## config.mk

```make
export PLATFORM = sky130hd
export DESIGN_NAME = edge_event_capture
export DESIGN_NICKNAME = d
export VERILOG_FILES = /design/src/rtl/edge_capture_pkg.sv /design/src/rtl/event_fifo2.sv /design/src/rtl/edge_event_capture.sv
export SDC_FILE = /design/constraint.sdc
export NUM_CORES = 1
export LEC_CHECK = 0
export ABC_AREA = 1
export CAP_MARGIN = 20
export CORE_MARGIN = 2
export CORE_UTILIZATION = 39
export DETAILED_ROUTE_END_ITERATION = 16
export GPL_TIMING_DRIVEN = 1
export PLACE_DENSITY = 0.61
export SYNTH_ARGS = -nofsm -noshare
export SYNTH_HDL_FRONTEND = slang
export SYNTH_SLANG_ARGS = --single-unit
```

## constraint.sdc

```tcl
create_clock -name clk -period 5.27 [get_ports clk]
set_input_delay 1.3175 -clock clk [delete_from_list [all_inputs] [get_ports clk]]
set_output_delay 1.3175 -clock clk [all_outputs]
set_load 0.005 [all_outputs]
```

## src/rtl/edge_capture_pkg.sv

```systemverilog
// Shared types and constants for the edge event capture block and its event FIFO.
package edge_capture_pkg;

    localparam int TS_W_DEFAULT     = 16;
    localparam int DEBOUNCE_DEFAULT = 4;
    localparam int FIFO_DEPTH       = 2;

    // Event layout at the default timestamp width; the top rebuilds the same layout for any TS_W.
    typedef struct packed {
        logic                    rising;
        logic [TS_W_DEFAULT-1:0] stamp;
    } event_t;

    localparam int EVENT_W = $bits(event_t);

endpackage

```

## src/rtl/event_fifo2.sv

```systemverilog
// Two-entry in-order event FIFO; a push into a full FIFO is accepted when a pop frees a slot in the same cycle.
module event_fifo2
    import edge_capture_pkg::*;
#(
    parameter int W = EVENT_W
) (
    input  logic         clk,
    input  logic         reset,
    input  logic         push,
    input  logic         pop,
    input  logic [W-1:0] wdata,
    output logic [W-1:0] rdata,
    output logic         full,
    output logic         empty
);

    localparam logic [1:0] DEPTH_C = 2'(FIFO_DEPTH);

    logic [W-1:0] mem [FIFO_DEPTH];
    logic         wr_ptr;
    logic         rd_ptr;
    logic [1:0]   count;
    logic         do_push;
    logic         do_pop;

    assign empty   = (count == 2'd0);
    assign full    = (count == DEPTH_C);
    assign do_pop  = pop & ~empty;
    assign do_push = push & (~full | do_pop);
    assign rdata   = mem[rd_ptr];

    always_ff @(posedge clk or posedge reset) begin
        if (reset) begin
            for (int i = 0; i < FIFO_DEPTH; i++) begin
                mem[i] <= '0;
            end
            wr_ptr <= 1'b0;
            rd_ptr <= 1'b0;
            count  <= 2'd0;
        end else begin
            if (do_push) begin
                mem[wr_ptr] <= wdata;
                wr_ptr      <= ~wr_ptr;
            end
            if (do_pop) begin
                rd_ptr <= ~rd_ptr;
            end
            count <= count + {1'b0, do_push} - {1'b0, do_pop};
        end
    end

endmodule

```

## src/rtl/edge_event_capture.sv

```systemverilog
// Debounces a raw input through a two-stage history chain and queues each accepted
// level change as a timestamped event for a valid/ready consumer.
module edge_event_capture
    import edge_capture_pkg::*;
#(
    parameter int DEBOUNCE_CYCLES = DEBOUNCE_DEFAULT,
    parameter int CNT_W           = $clog2(DEBOUNCE_CYCLES + 1),
    parameter int TS_W            = TS_W_DEFAULT
) (
    input  logic            clk,
    input  logic            reset,
    input  logic            signal_in,
    input  logic            event_ready,
    input  logic            overflow_clear,
    output logic            level_out,
    output logic            event_valid,
    output logic            event_rising,
    output logic [TS_W-1:0] event_time,
    output logic            overflow
);

    typedef struct packed {
        logic            rising;
        logic [TS_W-1:0] stamp;
    } ev_t;

    localparam logic [CNT_W-1:0] CNT_LAST = CNT_W'(DEBOUNCE_CYCLES - 1);

    logic            p1_sig;
    logic            p2_sig;
    logic            level;
    logic [CNT_W-1:0] cnt;
    logic [TS_W-1:0] timestamp;
    logic            overflow_r;

    logic            push;
    logic            pop;
    logic            drop;
    logic            fifo_full;
    logic            fifo_empty;
    ev_t             push_ev;
    ev_t             head_ev;

    // Valid/ready: a head event transfers on any edge where event_valid and event_ready are
    // both high; while valid is high and ready is low the head fields are held unchanged.
    assign push    = (p2_sig != level) && (cnt == CNT_LAST);
    assign pop     = ~fifo_empty & event_ready;
    assign drop    = push & fifo_full & ~pop;
    assign push_ev = '{rising: p2_sig, stamp: timestamp};

    // p1_sig/p2_sig double as the synchronizer for the asynchronous input.
    always_ff @(posedge clk or posedge reset) begin
        if (reset) begin
            p1_sig     <= 1'b0;
            p2_sig     <= 1'b0;
            level      <= 1'b0;
            cnt        <= '0;
            timestamp  <= '0;
            overflow_r <= 1'b0;
        end else begin
            p1_sig    <= signal_in;
            p2_sig    <= p1_sig;
            timestamp <= timestamp + 1'b1;

            if (p2_sig == level) begin
                cnt <= '0;
            end else if (cnt == CNT_LAST) begin
                level <= p2_sig;
                cnt   <= '0;
            end else begin
                cnt <= cnt + 1'b1;
            end

            // A drop in the same cycle as a clear keeps the flag set.
            if (drop) begin
                overflow_r <= 1'b1;
            end else if (overflow_clear) begin
                overflow_r <= 1'b0;
            end
        end
    end

    event_fifo2 #(
        .W($bits(ev_t))
    ) u_fifo (
        .clk   (clk),
        .reset (reset),
        .push  (push),
        .pop   (pop),
        .wdata (push_ev),
        .rdata (head_ev),
        .full  (fifo_full),
        .empty (fifo_empty)
    );

    assign level_out    = level;
    assign event_valid  = ~fifo_empty;
    assign event_rising = ~fifo_empty & head_ev.rising;
    assign event_time   = fifo_empty ? '0 : head_ev.stamp;
    assign overflow     = overflow_r;

endmodule
```

# [Yosys cells after proc, flatten, opt, wreduce, memory -nomap -nowiden]
# Cells that the tools add are included.
[totals] memories=0 latch_bits=0 in_bits=5 ff_bits=61 mem_bits_rw=0 out_inout_bits=20 rom_bits=0
[op_classes] order_cmp=3 reduce_logical=5 n_mux=11 multipliers=0 n_eq_ne=4 shift=0 n_div=0 n_addsub=4 bitwise=15
[ops] op="2-to-1 mux 17 bit" n=4
[ops] op="bitwise mux 34 bit" n=1
[ops] op="demux 17 bit (select 1 bit)" n=1
[ops] op="adder 16 x 1 -> 16 bit, second input constant" n=1
[ops] op="2-to-1 mux 16 bit" n=1
[ops] op="AND 1 bit" n=6
[ops] op="2-to-1 mux 3 bit" n=2
[ops] op="NOT 1 bit" n=6
[ops] op=">= comparator 2 bit, second input constant" n=2
[ops] op="NOT 1 -> 2 bit" n=2
[ops] op="adder 3 x 1 -> 3 bit, second input constant" n=1
[ops] op="equality test 3 x 2 -> 1 bit, second input constant" n=1
[ops] op="adder 2 x 1 -> 2 bit" n=1
[ops] op="equality test 2 bit, second input constant" n=1
[ops] op="logical AND 1 bit" n=2
[ops] op="zero test 2 bit" n=1
[ops] op="< comparator 2 x 1 -> 1 bit, second input constant" n=1
[ops] op="2-to-1 mux 1 bit" n=2
[ops] op="AND reduction 2 bit" n=1
[ops] op="nonzero test 2 bit" n=1
[ops] op="subtractor 2 x 1 -> 2 bit" n=1
[ops] op="equality test 1 bit" n=1
[ops] op="!= test 1 bit" n=1
[ops] op="OR 1 bit" n=1

# [Longest topological paths before layout]
# Gate-level depths: netlist of the first run.
[depth] ltp_word=8 depth_mapped=8 ltp_nobuf=7

# [Hierarchy]
# From an unflattened synthesis of the first run, not the netlist that was laid out.
[unflattened] hier_cells=383 hier_area_um2=3049.2
[by_module_without_submodules] mod="event_fifo2" cells_each=234 instances=1 area_each_um2=1869.3
[by_module_without_submodules] mod="edge_event_capture" cells_each=149 instances=1 area_each_um2=1179.9

# [Worst setup path before layout of the first run]
# Ideal clock, no wire load.
[synth_timing] path_type="register to output" startpoint="register u_fifo.count[1]" endpoint="output event_valid" path_buffers=1 stages_incl_launch_ff=4 path_slack_ns=2.927 arrival_ns=1.026 path_cell_list="dfrtp_1 -> nor2_2 -> clkbuf_1 -> inv_1"
[synth_between] elab_chain_len=2
[synth_lines] item="start: declaration" line="event_fifo2.sv:22" source="logic [1:0] count;"
[synth_lines] item="start signal: assignment" line="event_fifo2.sv:48" source="count <= count + {1'b0, do_push} - {1'b0, do_pop};"
[synth_lines] item="zero test 2 bit" line="event_fifo2.sv:26" source="assign empty = (count == 2'd0);"
[synth_lines] item="NOT 1 bit" line="edge_event_capture.sv:97" source="assign event_valid = ~fifo_empty;"
[synth_lines] item="end: declaration" line="edge_event_capture.sv:16" source="output logic event_valid,"
# No other way between the ends.

# [Final worst setup path of the first run]
[layout_timing] startpoint="register u_fifo.rd_ptr" endpoint="output event_time[8]"
[layout_between] elab_chain_len=5
[layout_lines] item="start: declaration" line="event_fifo2.sv:21" source="logic rd_ptr;"
[layout_lines] item="start signal: assignment" line="event_fifo2.sv:46" source="rd_ptr <= ~rd_ptr;"
[layout_lines] item="NOT 1 -> 2 bit (not written as such)" line="event_fifo2.sv:30" source="assign rdata = mem[rd_ptr];"
[layout_lines] item="2-to-1 mux 17 bit (not written as such) (3 in a row)" line="event_fifo2.sv:30"
[layout_lines] item="2-to-1 mux 16 bit" line="edge_event_capture.sv:99" source="assign event_time = fifo_empty ? '0 : head_ev.stamp;"
[layout_lines] item="end: declaration" line="edge_event_capture.sv:18" source="output logic [TS_W-1:0] event_time,"
# No other way between the ends. The select of a mux whose other input is x is not followed.

==> results of run 1 <==
## critical path, cell delays in order, from the launching register on
cell and delay (ns):
dfrtp_1 0.74, clkinv_1 0.65, nand2_1 0.19, a21oi_1 0.10, clkdlybuf4s50_1 0.49
## power by group
group          switching, mW  internal (mW)
combinational          0.239          0.145
sequential            0.0851          0.539
clock                  0.182          0.291
## worst paths after layout
check                                          start                         end  depth (start not counted)
min                                 p1_sig$_DFF_PP0_            p2_sig$_DFF_PP0_                          0
max in group asynchronous                      reset  u_fifo.mem[32]$_DFFE_PP0P_                          3
min reg2reg                         p1_sig$_DFF_PP0_            p2_sig$_DFF_PP0_                          0
max reg2reg                u_fifo.wr_ptr$_DFFE_PP0P_  u_fifo.mem[24]$_DFFE_PP0P_                          4
min in group asynchronous                      reset     timestamp[10]$_DFF_PP0_                          2
max                        u_fifo.rd_ptr$_DFFE_PP0P_               event_time[8]                          4
## metal layers
layer,vias up,track usage (%),part of all wire [%]
li1,1171,-,-
met1,1149,22.6,45
met2,52,26.7,48
met3,10,5.51,5.6
met4,0,7.05,1.5
met5,-,0,0
## sequential cells by signal, indices dropped and copies added (netlist names)
signal and flops:
level_out 1, overflow 1, u_fifo.rd_ptr 1, p2_sig 1, cnt 3, p1_sig 1
timestamp 16, u_fifo.count 2, u_fifo.mem 34, u_fifo.wr_ptr 1
## final cells by class
cell class | count | area, um2
tap | 99 | 124
clock inverter | 4 | 70.1
multi-input combinational | 247 | 1210
inverter | 24 | 90.1
timing repair buffer | 25 | 248
fill | 716 | 3830
clock buffer | 12 | 155
sequential | 61 | 1530
## through the flow
stage	utilization, %	setup WS [ns]	instance area (um2)	hold WS, ns	instances
after floorplan	-	2.44	2930	0.331	350
after global placement	44.0	1.79	3190	0.337	456
after detailed placement	44.0	1.76	3190	0.341	456
after CTS	47.1	1.38	3420	0.357	472
after global routing	47.1	1.22	3420	0.371	472
final	47.1	1.42	3420	0.356	472
## cell families (layout without fill, tap and decap cells)
| group | after synthesis | after routing | share of synthesized area, % |
|---|---|---|---|
| AO/OA/AOI/OAI | 20 | 20 | 3.46 |
| XOR/XNOR | 12 | 12 | 3.59 |
| adder cells (fa/ha/maj) | 3 | 3 | 1.28 |
| buffers and inverters | 42 | 65 | 6.75 |
| flip-flops | 61 | 61 | 52.1 |
| AND/OR/NAND/NOR | 212 | 212 | 32.8 |
## cell usage in the layout, fill, tap and decap left out, types with 2 or more instances in the layout
master           Yosys  final
clkbuf_8             0     11
o21ai_0              2      2
ha_1                 3      3
nand4_4              2      2
nand2_2              2      2
clkdlybuf4s50_1      0     24
nand3_1              8      8
dfrtp_1             61     61
clkinv_2             0      2
inv_2                3      4
bufinv_16            0      2
clkinv_1             2      2
nor2_1              16     16
a21oi_1             17     17
xor2_1               8      8
xnor2_1              4      4
nand2_1            140    140
nand4_1             38     38
inv_1               19     18
nor3_1               2      2
==> impl_metrics.csv, run 1 <==
group,metric,value,unit
timing,setup_viol,0,
clock_network,post_cts_buffers,0,
routing,drtPass1Iterations,4,
pwr,p_per_area,433,mW/mm2
setup_path,rrSetupSlack,2.82,ns
final_layout,fin_nets,376,
clock_network,root_buffer,"clkbuf_8",
timing,fin_crit_sh,73.0,%
synthesis,ys_seq_area_share,52.1,%
synthesis,yosys.area.top_type_share,52.1,%
synthesis,synthMostInstantiatedCell,"nand2_1",
floorplan,start_util,40.4,%
floorplan,core_area,0.00725,mm2
timing,worst_pin_slew,0.880,ns
placed_design,dp_hpwl,4.19,mm
synthesis,ys.warnings.count,0,
clock_network,clk_pin_slew,0.07,ns
setup_path,worstSetupPathType,"flip-flop to output pin",
final_layout,num_antenna_cells,0,
clock_network,clockBufferDepth,2,
timing,period_needed,3.85,ns
clock_network,htree_levels,3,
floorplan,die-area,0.00822,mm2
final_layout,final_layout_size_suffix_gt1_share,7.24,%
routing,viasPerCell,5.05,
routing,finalWirelength,6.72,mm
synthesis,synth_top_area_cell,"dfrtp_1",
pwr,leakage,1.61,nW
final_layout,area_delta_synth_final,16.7,%
floorplan,row_count,31,
timing,hold_violations,0,
timing,max_freq,260,MHz
setup_path,cp_data_arrival_time,2.53,ns
grt,grt_pass1_vias,2311,
synthesis,synth-async-reset-ratio,100,%
synthesis,synthCells,350,
placed_design,gp_congestion,0.821,
grt,antenna_found_initial,0,
routing,drcViolationCount,0,
synthesis,synth-seq-cells,61,
synthesis,yosys-top-cells-area,"dfrtp_1 (52%), nand2_1 (18%), nand4_1 (8.1%)",
hold_path,hold_path_class,"flip-flop to flip-flop",
grt,grt_max_degree,42,
clock_network,cts_resized,0,
routing,ant_nets,0,
synthesis,synth_common_cells,"nand2_1 (140), dfrtp_1 (61), nand4_1 (38), inv_1 (19), a21oi_1 (17)",
synthesis,syn-num-nets,358,
timing,final-max-slew-violation-count,0,
clock_network,tritoncts,"built",
routing,dr_total_vias,2382,
routing,drt-wirelength-per-cell,14.2,um
grt,track_usage,17.3,%
job,maxCapViolCount,0,
status,outcome,"finished clean",
timing,slew_headroom,41.3,%
setup_path,crit_path_end_kind,"output pin",
grt,grt_overflow,0,
setup_path,cp.required,3.95,ns
clock_network,cts_sinks,61,
floorplan,fp.dieH,90.7,um
pwr,power.total,1.48,mW
pwr,peakVddDrop,162,uV
floorplan,die_w,90.7,um
synthesis,synth-main-ff-cell,"dfrtp_1",
setup_path,worstSetupStartpointType,"flip-flop",
synthesis,synth_area,0.00293,mm2
routing,drtIter0Drc,215,
timing,rsz0062_at_grt,"no",
floorplan,io_pins,25,
timing,clock_skew,0.00810,ns
clock_network,numCtsBuffers,9,
synthesis,avgSynthCellArea,8.37,um2
placed_design,portBuffers,24,
timing,final.setup.tns,0,ns
synthesis,synth.distinct_cells,25,
synthesis,synth_edf_count,0,
setup_path,cp_max_fo,19,
grt,grt_pass1_wl,11.2,mm
clock_network,cts_hold_buf,0,
clock_network,insertion_delay,0.35,ns
(Power assumes the default switching activity.)
==> inputs of run 2 (changes only) <==
- clock period: 5.27 -> 3.8 ns (I/O delays scaled with it)
==> impl_metrics.csv, run 2 (synthesized netlist as in run 1, its figures left out) <==
group,metric,value,unit
placed_design,pre_cts_ws,1.16,ns
routing,drtPass1Iterations,4,
placed_design,gp_congestion,0.785,
routing,drcViolationCount,0,
final_layout,fin_nets,381,
final_layout,final_layout_size_suffix_gt1_share,8.20,%
timing,setup_ws,0.798,ns
clock_network,clk_pin_slew,0.07,ns
routing,drtIter0Drc,249,
final_layout,area_delta_synth_final,18.5,%
grt,antenna_found_initial,0,
clock_network,post_cts_buffers,0,
routing,finalWirelength,6.67,mm
final_layout,fill_cells,705,
grt,grt_pass1_vias,2344,
clock_network,insertion_delay,0.33,ns
setup_path,cp_data_arrival_time,2.05,ns
placed_design,dp_hpwl,4.33,mm
routing,dr_total_vias,2395,
routing,ant_nets,0,
timing,clock_skew,0.00750,ns
placed_design,portBuffers,24,
final_layout,final_cell_mix,"nand2_1 (140), dfrtp_1 (61), nand4_1 (38)",
clock_network,root_buffer,"clkbuf_8",
setup_path,cp_max_fo,19,
grt,grt_pass1_wl,11.5,mm
timing,setup_viol,0,
timing,worst_pin_slew,0.847,ns
timing,hold_slack,0.351,ns
job,maxCapViolCount,0,
final_layout,layout_commonest_cell,"nand2_1",
timing,final.setup.tns,0,ns
floorplan,core_area,0.00725,mm2
grt,grt_max_degree,39,
pwr,leakage,1.63,nW
routing,drt-wirelength-per-cell,14.0,um
floorplan,die_w,90.7,um
clock_network,htree_levels,3,
clock_network,numCtsBuffers,9,
setup_path,crit_path_end_kind,"output pin",
grt,track_usage,17.6,%
final_layout,largest_register_ffs,34,
setup_path,worstSetupPathType,"flip-flop to output pin",
timing,rsz0062_at_grt,"no",
timing,slew_headroom,43.5,%
hold_path,hold_path_class,"flip-flop to flip-flop",
final_layout,num_antenna_cells,0,
final_layout,utilization,47.9,%
timing,final-max-slew-violation-count,0,
timing,max_freq,333,MHz
final_layout,regMostFlops,"u_fifo.mem",
floorplan,fp.dieH,90.7,um
grt,grt_overflow,0,
clock_network,tritoncts,"built",
placed_design,postPlaceCellArea,0.00323,mm2
floorplan,row_count,31,
setup_path,cp.required,2.85,ns
final_layout,final_area,0.00347,mm2
status,outcome,"finished clean",
clock_network,clockBufferDepth,2,
clock_network,cts_resized,0,
final_layout,largest_registers,"u_fifo.mem: 34 flops, timestamp: 16 flops, cnt: 3 flops",
pwr,peakVddDrop,328,uV
clock_network,cts_sinks,61,
floorplan,die-area,0.00822,mm2
floorplan,start_util,40.4,%
clock_network,cts_hold_buf,0,
timing,hold_violations,0,
setup_path,worstSetupStartpointType,"flip-flop",
floorplan,io_pins,25,
timing,period_needed,3.00,ns
timing,fin_crit_sh,79.0,%
routing,viasPerCell,5.02,
pwr,p_per_area,614,mW/mm2
## run 2: worst max-delay path: stages, from the launching register on
cell and delay (ns):
dfrtp_1 0.42, nor2_2 0.66, a21oi_1 0.14, clkdlybuf4s50_1 0.50
## run 2: area by class of cell
cell class	instances	area (um2)	share of cell area [%]
multi-input cells	247	1210	34.7
inverters	24	90.1	2.59
flip-flops and latches	61	1530	44.0
clock inverters	4	95.1	2.74
repair buffers	30	285	8.22
clock buffers	12	145	4.18
well taps	99	124	3.57
## run 2: final timing paths
check | from | endpoint | slack (ns) | cells past startpoint
setup / recovery | u_fifo.count[1]$_DFF_PP0_ | event_time[8] | 0.80 | 3
hold / removal | p1_sig$_DFF_PP0_ | p2_sig$_DFF_PP0_ | 0.35 | 0
setup reg to reg | u_fifo.count[1]$_DFF_PP0_ | u_fifo.count[1]$_DFF_PP0_ | 1.76 | 7
hold reg to reg | p1_sig$_DFF_PP0_ | p2_sig$_DFF_PP0_ | 0.35 | 0
max in group asynchronous | reset | u_fifo.mem[2]$_DFFE_PP0P_ | 2.11 | 3
min in group asynchronous | reset | timestamp[3]$_DFF_PP0_ | 0.99 | 2
## run 2: through the flow
stage / power, mW / cells
2_1_floorplan: 1.22 / 350
3_3_place_gp: 1.43 / 461
3_5_place_dp: 1.44 / 461
4_1_cts: 2.15 / 477
5_1_grt: 2.26 / 477
6_report: 2.13 / 477
## run 2: per-layer routing
| metal | GRT usage, % | wire [um] |
|---|---|---|
| met5 | 0 | 0 |
| met4 | 5.64 | 102 |
| met3 | 5.34 | 296 |
| met2 | 26.9 | 3070 |
| met1 | 23.9 | 3200 |
## run 2: where the power goes
group	switching [mW]	internal, mW
Clock	0.251	0.453
Combinational	0.398	0.223
Sequential	0.0583	0.748
==> inputs of run 3 (changes only) <==
- clock period: 3.8 -> 3 ns (I/O delays scaled with it)
==> impl_metrics.csv, run 3 (synthesized netlist as in run 1, its figures left out) <==
group,metric,value,unit
setup_path,max_stage_delay,0.47,ns
timing,final-max-slew-violation-count,0,
timing,hold_violations,0,
timing,period_needed,2.66,ns
clock_network,numCtsBuffers,9,
placed_design,portBuffers,24,
setup_path,cp.required,2.25,ns
setup_path,cpMaxStageDelayCell,"clkinv_1",
final_layout,final_layout_size_suffix_gt1_share,7.69,%
setup_path,cp_data_arrival_time,1.91,ns
clock_network,cts_sinks,61,
status,outcome,"finished clean",
placed_design,pre_cts_ws,0.702,ns
placed_design,dp_cells,461,
routing,ant_nets,0,
hold_path,hold_path_class,"flip-flop to flip-flop",
setup_path,crit_path_end_kind,"output pin",
clock_network,post_cts_buffers,0,
routing,drtPass1Iterations,4,
setup_path,worstSetupPathType,"flip-flop to output pin",
clock_network,cts_hold_buf,0,
grt,track_usage,17.5,%
floorplan,die_w,90.7,um
final_layout,largest_registers,"u_fifo.mem: 34 flops, timestamp: 16 flops, cnt: 3 flops",
final_layout,utilization,46.9,%
timing,final.setup.tns,0,ns
timing,max_freq,376,MHz
grt,grt_pass1_vias,2269,
final_layout,final_area,0.00340,mm2
pwr,leakage,1.60,nW
pwr,peakVddDrop,214,uV
grt,antenna_found_initial,0,
routing,finalWirelength,6.62,mm
clock_network,clk_pin_slew,0.06,ns
final_layout,final_cell_mix,"nand2_1 (140), dfrtp_1 (61), nand4_1 (38)",
job,maxCapViolCount,0,
timing,setup_ws,0.338,ns
setup_path,cp_max_fo,17,
pwr,p_per_area,720,mW/mm2
floorplan,start_util,40.4,%
grt,grt-busiest-layer,"met2",
clock_network,cts_resized,0,
final_layout,layout_commonest_cell,"nand2_1",
placed_design,postPlaceCellArea,0.00324,mm2
pwr,power.total,2.45,mW
routing,viasPerCell,5.03,
routing,drcViolationCount,0,
clock_network,root_buffer,"clkbuf_8",
final_layout,num_antenna_cells,0,
grt,grtUsageMet2,26.2,%
timing,setup_viol,0,
grt,grt_use_met3,3.76,%
clock_network,insertion_delay,0.34,ns
final_layout,final_cells,476,
timing,fin_crit_sh,88.7,%
grt,gr-usage-met1,23.9,%
setup_path,worstSetupStartpointType,"flip-flop",
grt,grt_pass1_wl,11.3,mm
setup_path,crit_path_cell_trace,"clkinv_1 > nand2_1 > a21oi_1 > clkdlybuf4s50_1",
timing,slew_headroom,46.3,%
grt,grt_overflow,0,
clock_network,tritoncts,"built",
floorplan,row_count,31,
routing,drtIter0Drc,168,
routing,dr_total_vias,2394,
floorplan,die-area,0.00822,mm2
placed_design,dp_hpwl,4.29,mm
clock_network,htree_levels,3,
clock_network,clockBufferDepth,2,
floorplan,io_pins,25,
grt,grt_max_degree,39,
floorplan,fp.dieH,90.7,um
timing,worst_pin_slew,0.803,ns
final_layout,fill_cells,735,
timing,rsz0062_at_grt,"no",
routing,drt-wirelength-per-cell,13.9,um
final_layout,largest_register_ffs,34,
final_layout,fin_nets,381,
timing,hold_slack,0.359,ns
final_layout,area_delta_synth_final,16.1,%
floorplan,core_area,0.00725,mm2
final_layout,regMostFlops,"u_fifo.mem",
placed_design,gp_congestion,0.820,
timing,clock_skew,0.00369,ns
run 3: cell count changes in the layout (fill, tap and decap cells not counted), sizes merged:
cell    delta
bufinv     -3
clkinv     +1
clkbuf     +1
run 3: final timing paths:
path,startpoint,end,slack (ns),depth (start not counted)
worst max register to register,u_fifo.wr_ptr$_DFFE_PP0P_,u_fifo.mem[17]$_DFFE_PP0P_,0.99,5
min in group asynchronous,reset,timestamp[10]$_DFF_PP0_,0.79,2
worst min register to register,p1_sig$_DFF_PP0_,p2_sig$_DFF_PP0_,0.36,0
max in group asynchronous,reset,u_fifo.mem[15]$_DFFE_PP0P_,1.63,3
worst max-delay path,u_fifo.rd_ptr$_DFFE_PP0P_,event_time[8],0.34,4
worst min-delay path,p1_sig$_DFF_PP0_,p2_sig$_DFF_PP0_,0.36,0
run 3: worst max-delay path, delay by kind of cell, from the launching register on:
| kind | cells | cell delay [ns] |
|---|---|---|
| buffers and inverters | 2 | 0.92 |
| AO/OA/AOI/OAI | 1 | 0.10 |
| flip-flops | 1 | 0.35 |
| AND/OR/NAND/NOR | 1 | 0.21 |
run 3: where the power goes:
group	leakage (nW)	switching, mW	internal, mW
logic	0.711	0.520	0.290
clock network	0.0833	0.302	0.316
registers	0.807	0.0737	0.948
run 3: area by class of cell:
cell class              count  area, um2  share of cell area, %
clock buffers              13        149                   4.38
clock inverters             2       10.0                  0.294
inverters                  24       90.1                   2.65
multi-input cells         247       1210                   35.4
flip-flops and latches     61       1530                   44.9
well taps                  99        124                   3.64
repair buffers             30        298                   8.75
run 3: metal layers:
layer  wire length, um  vias up
met5                 0        -
met4               132        0
met3               225       12
met2              3050       45
met1              3210     1152
li1                  -     1185
